$ cat src/rtl/fifo_rd_stream.sv
// Read-side adapter: pops words from a FIFO with one-cycle read latency and
// presents them as a valid/ready stream with burst framing and a beat counter.
module fifo_rd_stream #(
  parameter int unsigned BITWID  = 8,
  parameter int unsigned DEEPWID = 3
) (
  input  logic              rd_clk,
  input  logic              rd_rst,
  input  logic [DEEPWID:0]  fifo_rd_num,
  output logic              fifo_rd,
  input  logic [BITWID-1:0] fifo_rd_dat,
  input  logic              fifo_rd_dat_vld,
  output logic              m_vld,
  input  logic              m_rdy,
  output logic [BITWID-1:0] m_dat,
  output logic              m_last,
  input  logic [7:0]        cfg_burst_len,
  output logic              err_unexp,
  output logic [15:0]       beat_cnt
);

  logic [BITWID-1:0] mem [3];
  logic [1:0]        wr_ptr;
  logic [1:0]        rd_ptr;
  logic [1:0]        occ;
  logic              infl;
  logic [7:0]        pos;
  logic              fill;
  logic              bad;
  logic              accept;
  logic              burst_end;

  function automatic logic [1:0] ptr_inc(input logic [1:0] p);
    return (p == 2'd2) ? 2'd0 : p + 2'd1;
  endfunction

  // Read issue only looks at registered occupancy, never at m_rdy, so a full
  // buffer plus one outstanding read can never overflow.
  always_comb begin
    fifo_rd   = !rd_rst && (fifo_rd_num != '0) &&
                (({1'b0, occ} + {2'b0, infl}) < 3'd3);
    m_vld     = (occ != 2'd0);
    m_dat     = mem[rd_ptr];
    burst_end = (cfg_burst_len <= 8'd1) || (pos >= cfg_burst_len - 8'd1);
    m_last    = m_vld && burst_end;
    accept    = m_vld && m_rdy;
    fill      = fifo_rd_dat_vld && infl && (occ != 2'd3);
    bad       = fifo_rd_dat_vld && (!infl || (occ == 2'd3));
  end

  always_ff @(posedge rd_clk) begin
    if (rd_rst) begin
      mem[0]    <= '0;
      mem[1]    <= '0;
      mem[2]    <= '0;
      wr_ptr    <= '0;
      rd_ptr    <= '0;
      occ       <= '0;
      infl      <= 1'b0;
      pos       <= '0;
      err_unexp <= 1'b0;
      beat_cnt  <= '0;
    end else begin
      if (fill) begin
        mem[wr_ptr] <= fifo_rd_dat;
        wr_ptr      <= ptr_inc(wr_ptr);
      end
      if (accept) begin
        rd_ptr   <= ptr_inc(rd_ptr);
        beat_cnt <= beat_cnt + 16'd1;
        pos      <= burst_end ? 8'd0 : pos + 8'd1;
      end
      if (fill && !accept) begin
        occ <= occ + 2'd1;
      end else if (!fill && accept) begin
        occ <= occ - 2'd1;
      end
      if (fifo_rd) begin
        infl <= 1'b1;
      end else if (fill) begin
        infl <= 1'b0;
      end
      if (bad) begin
        err_unexp <= 1'b1;
      end
    end
  end

endmodule

$ cat config.mk
export PLATFORM = sky130hd
export DESIGN_NAME = fifo_rd_stream
export DESIGN_NICKNAME = d
export VERILOG_FILES = /design/src/rtl/fifo_rd_stream.sv
export SDC_FILE = /design/constraint.sdc
export NUM_CORES = 1
export LEC_CHECK = 0
export CAP_MARGIN = 20
export CORE_UTILIZATION = 40
export CTS_BUF_LIST = sky130_fd_sc_hd__clkbuf_2 sky130_fd_sc_hd__clkbuf_4 sky130_fd_sc_hd__clkbuf_8
export CTS_CLUSTER_SIZE = 16
export DETAILED_ROUTE_END_ITERATION = 16
export HOLD_SLACK_MARGIN = 0.15
export PLACE_DENSITY = 0.64
export SYNTH_ARGS = -nofsm -noshare
export SYNTH_HDL_FRONTEND = slang
export SYNTH_SLANG_ARGS = --single-unit
$ cat constraint.sdc
create_clock -name rd_clk -period 5.7 [get_ports rd_clk]
set_input_delay 1.14 -clock rd_clk [delete_from_list [all_inputs] [get_ports rd_clk]]
set_output_delay 1.14 -clock rd_clk [all_outputs]
set_load 0.02 [all_outputs]
== After elaboration in Yosys (flattened, before gate mapping) ==
Memories as Yosys holds them, arrays and structs flattened. A register that Yosys moved wholly into a read port is not among the register bits.
Index checks and enable logic that the tools add are counted.
Word-level totals
  register bits: 32
  memory bits (writable): 24
  bits of input ports: 24
  memories: 1
Operators by class
  reduce and logical (&&, ||, !) cells: 20
  $add $sub $neg: 8
  mux-type cells: 17
  $lt $le $gt $ge: 3
  eq/ne operators: 4
Memory list
  mem: depth 3, bits a word 8, rd ports 1, clocked after memory_dff 1, write ports 3, RTL line 22  | logic [BITWID-1:0] mem [3];
Operators by type and width (number)
  $add 16x1->16 const B: 1
  $mux 8: 2
  $mux 2: 7
  $logic_and 1x1->1: 9
  $add 8x1->8 const B: 1
  $ge 8x8->1: 1
  $le 8x1->1 const B: 1
  $mux 1: 8
  $reduce_or 8->1: 1
  $sub 8x1->8 const B: 1
  $add 2x1->2 const B: 3
  $eq 2x2->1 const B: 3
  $reduce_bool 2->1: 3
  $logic_not 1->1: 4
  $reduce_bool 4->1: 1
  $add 2x1->3: 1
  $lt 3x2->1 const B: 1
  $logic_or 1x1->1: 2
  $ne 2x2->1 const B: 1
  $sub 2x1->2 const B: 1

== Logic depth before layout (Yosys ltp) ==
  word-level depth: 7
  mapped depth: 11
  depth with buffers taken out: 11

== Least setup slack after synthesis ==
No wires, ideal clock.
  kind: input to output
  start: input cfg_burst_len[0]
  end: output m_last
  data required time: 4560 ps
  buffers on the path: 0
  data arrival time: 2870 ps
  stages: 8
  slack: 1690 ps
  cell sequence: nor3_1 nor3b_1 xnor2_1 ha_1 a211oi_1 o21bai_1 a31oi_1 a21boi_0
Between the ends
  longest elaborated chain between the ends: 4
  elaborated cells between the ends (all ways): 5
  those cells by class: add/sub: 1; order compare: 2; reduce/logical: 2
RTL lines
  from (decl): RTL line 17  | input logic [7:0] cfg_burst_len,
  $sub 8x1->8: RTL line 44  | burst_end = (cfg_burst_len <= 8'd1) || (pos >= cfg_burst_len - 8'd1);
  $ge 8x8->1: RTL line 44
  $logic_or 1x1->1 (*): RTL line 44
  $logic_and 1x1->1 (*): RTL line 45  | m_last = m_vld && burst_end;
  to (decl): RTL line 16  | output logic m_last,
Mark *: on every way between the ends. The rest lies on a longest branch, timed or not.

== Final worst setup path ==
Ends and elaborated chain as after synthesis.

==> results.txt <==
ant diodes - 0
core outline area - 7410 um^2
Avg Inst Size Synth - 11.4 um^2
H-tree Lvls - 3
min-delay src - err_unexp
setup TNS - 0 ps
Synth Flop Type - dfxtp_1
worst setup path startpoint - cfg_burst_len[0]
crit path max fanout - 5
IO Count - 52
max-slew violation count - 0
global-route wire length before repair - 9.92 mm
required time of the critical path - 4560 ps
RePlAce Congestion - 0.732
Port-buffer cells - 51
CP cell instances - clkdlybuf4s50_1 > nor3_1 > nor3b_1 > xnor2_1 > ha_1 > a211oi_1 > o21bai_1 > a31oi_1 > a21boi_0 > clkdlybuf4s50_1
hold_buf cts - 0
Yosys reg bits - 66
max-cap violation count - 0
DRC - 0
Die Area - 8190 um^2
Min Hold Slack - 480 ps
Post-Layout Cell Count - 437
# Post-CTS Setup Buffers - 0
number of DRC markers in iteration 0 - 119
dpl ws - 588 ps
sequential area share after synthesis - 52.4%
HPWL reported at the end of detailed placement - 4.10 mm
RSZ-0062 raised after global routing - false
Worst Skew - 9.93 ps
fin crit period - 5130 ps
Mapped Cells - 276
FF-to-FF Start - occ[0]
Hold Fails Final Rpt - 0
warnings from Yosys - 0
crit path buf inv count - 2
pwr dens - 327 nW/um^2
TritonCTS sink count - 66
Slew Limit Headroom - 35.3%
Slew @ Worst Pin - 947 ps
Vias per Instance - 5.06
CP max stage delay - 570 ps
Die X - 90.5 um
Leak - 1.45 nW
Routed WL - 6.05 mm
Startpoint Class - primary input
utilization after layout - 53.7%
antenna-violating nets left - 0
Vias - 2210
clk_lat worst skew - 340 ps
status - finished clean
largest net degree at the start of global routing - 38
CTS max path bufs - 2
clock slew at reported path FFs - 70 ps
# rows - 31
die height - 90.5 um
asr flop ratio synth - 0%
most frequent CP cell - clkdlybuf4s50_1
gr usage total - 15.6%
drt pass-1 iters - 4
Final Worst Setup Slack - 565 ps
slowest CP cell - clkdlybuf4s50_1
ratio of cells with drive above 1 in the final layout - 12.1%
area growth from synthesis to layout - 27.0%
Placed Cells - 421
number of distinct library cells after synthesis - 46
Nets - 372
worst hold path class - flip-flop to flip-flop
VDD IR max - 0.000274 V
DR WL/cell - 13.9 um
Root Buffer - clkbuf_8
CP delay by family, top - buffers and inverters
number of CTS-inserted buffers - 9
count of final setup violators - 0
Post-synth EDFFs - 32
CTS tree - built
syn_nets - 315
CP endpoint kind - output pin
GRT overflow - 0
Setup CP Type - primary input to output pin
Initial Utilization - 42.3%
fmax - 195 MHz
vias in the first global route - 2087
initial antenna violation count - 0
period utilization - 90.1%
CTS resizes - 0
Mapped Area - 3130 um^2
worst endpoint data arrival time - 3990 ps
## worst reg2reg max path, cell delays in order (launching register included)
cell     delay [ps]
dfxtp_1         390
nand2_1         130
nand3_2         200
nor4b_2         710
or2_2           400
## power breakdown
part	internal [mW]	total, mW	switching (mW)
Clock	0.259	0.442	0.183
Sequential	0.538	0.580	0.0421
Combinational	0.139	0.278	0.139
Total	0.935	1.30	0.364
## layout by cell type (no fill, tap or decap), drive strengths merged, types with 9 or more instances in the layout
cell type	instances
edfxtp	32
nor3	12
a21oi	13
dfxtp	34
and2	25
ha	15
nand2	16
clkbuf	10
xor2	19
nor2	29
clkdlybuf4s50	51
nand4	9
## cell families (layout without fill, tap and decap cells)
group,after synthesis,count (layout),share of synthesized area [%]
simple gates,117,117,20.8
flops,66,66,52.4
compound gates,28,28,5.39
xor+xnor,27,27,7.55
fa+ha+maj,15,15,5.99
buf+inv,15,77,2.12
mux,8,8,5.75
## worst paths after layout
path	endpoint	slack, ps	cells past startpoint
hold reg to reg	err_unexp	480	2
setup / recovery	m_last	570	10
hold / removal	err_unexp	480	2
setup reg to reg	mem[2][0]	3570	4
## sequential cells by signal (all words and copies together) (netlist names), named ones only
name,flops
beat_cnt,16
err_unexp,1
infl,1
mem,32
occ,2
pos,8
rd_ptr,2
wr_ptr,2
## cell usage after synthesis, types with 3 or more instances
cell type / number / share of area [%]
a21oi_1: 13 / 2.1
inv_1: 6 / 0.72
o21ai_0: 5 / 0.80
and2_1: 25 / 5.0
xor2_1: 19 / 5.3
edfxtp_1: 32 / 31
ha_1: 15 / 6.0
and4_1: 3 / 0.84
nor2_1: 27 / 3.2
nand4_1: 9 / 1.8
dfxtp_1: 34 / 22
nand3_1: 7 / 1.1
nand2_1: 16 / 1.9
clkbuf_1: 3 / 0.36
xnor2_1: 8 / 2.2
mux4_2: 8 / 5.8
or2_2: 3 / 0.60
nor3_1: 11 / 1.8
## per-stage QoR
stage / instance area [um^2] / total power [mW]
floorplan: 3130 / 0.765
detailed placement: 3750 / 0.870
CTS: 3980 / 1.31
global placement: 3750 / 0.867
global route: 3980 / 1.36
finish: 3980 / 1.30
## cell type report
cell class	count	area, um^2
multi-input cells	195	1430
clock buffers	10	138
inverters	7	26.3
fillers	629	3430
repair buffers	54	533
well taps	99	124
clock inverters	6	90.1
flip-flops and latches	66	1640
## routing by layer
metal  wire length, um  track usage [%]
met1              2820             19.1
met2              2920             26.3
met3               263             5.22
met4                53             4.03
met5                 0                0
No activity file was read; power rests on OpenSTA's default activity.
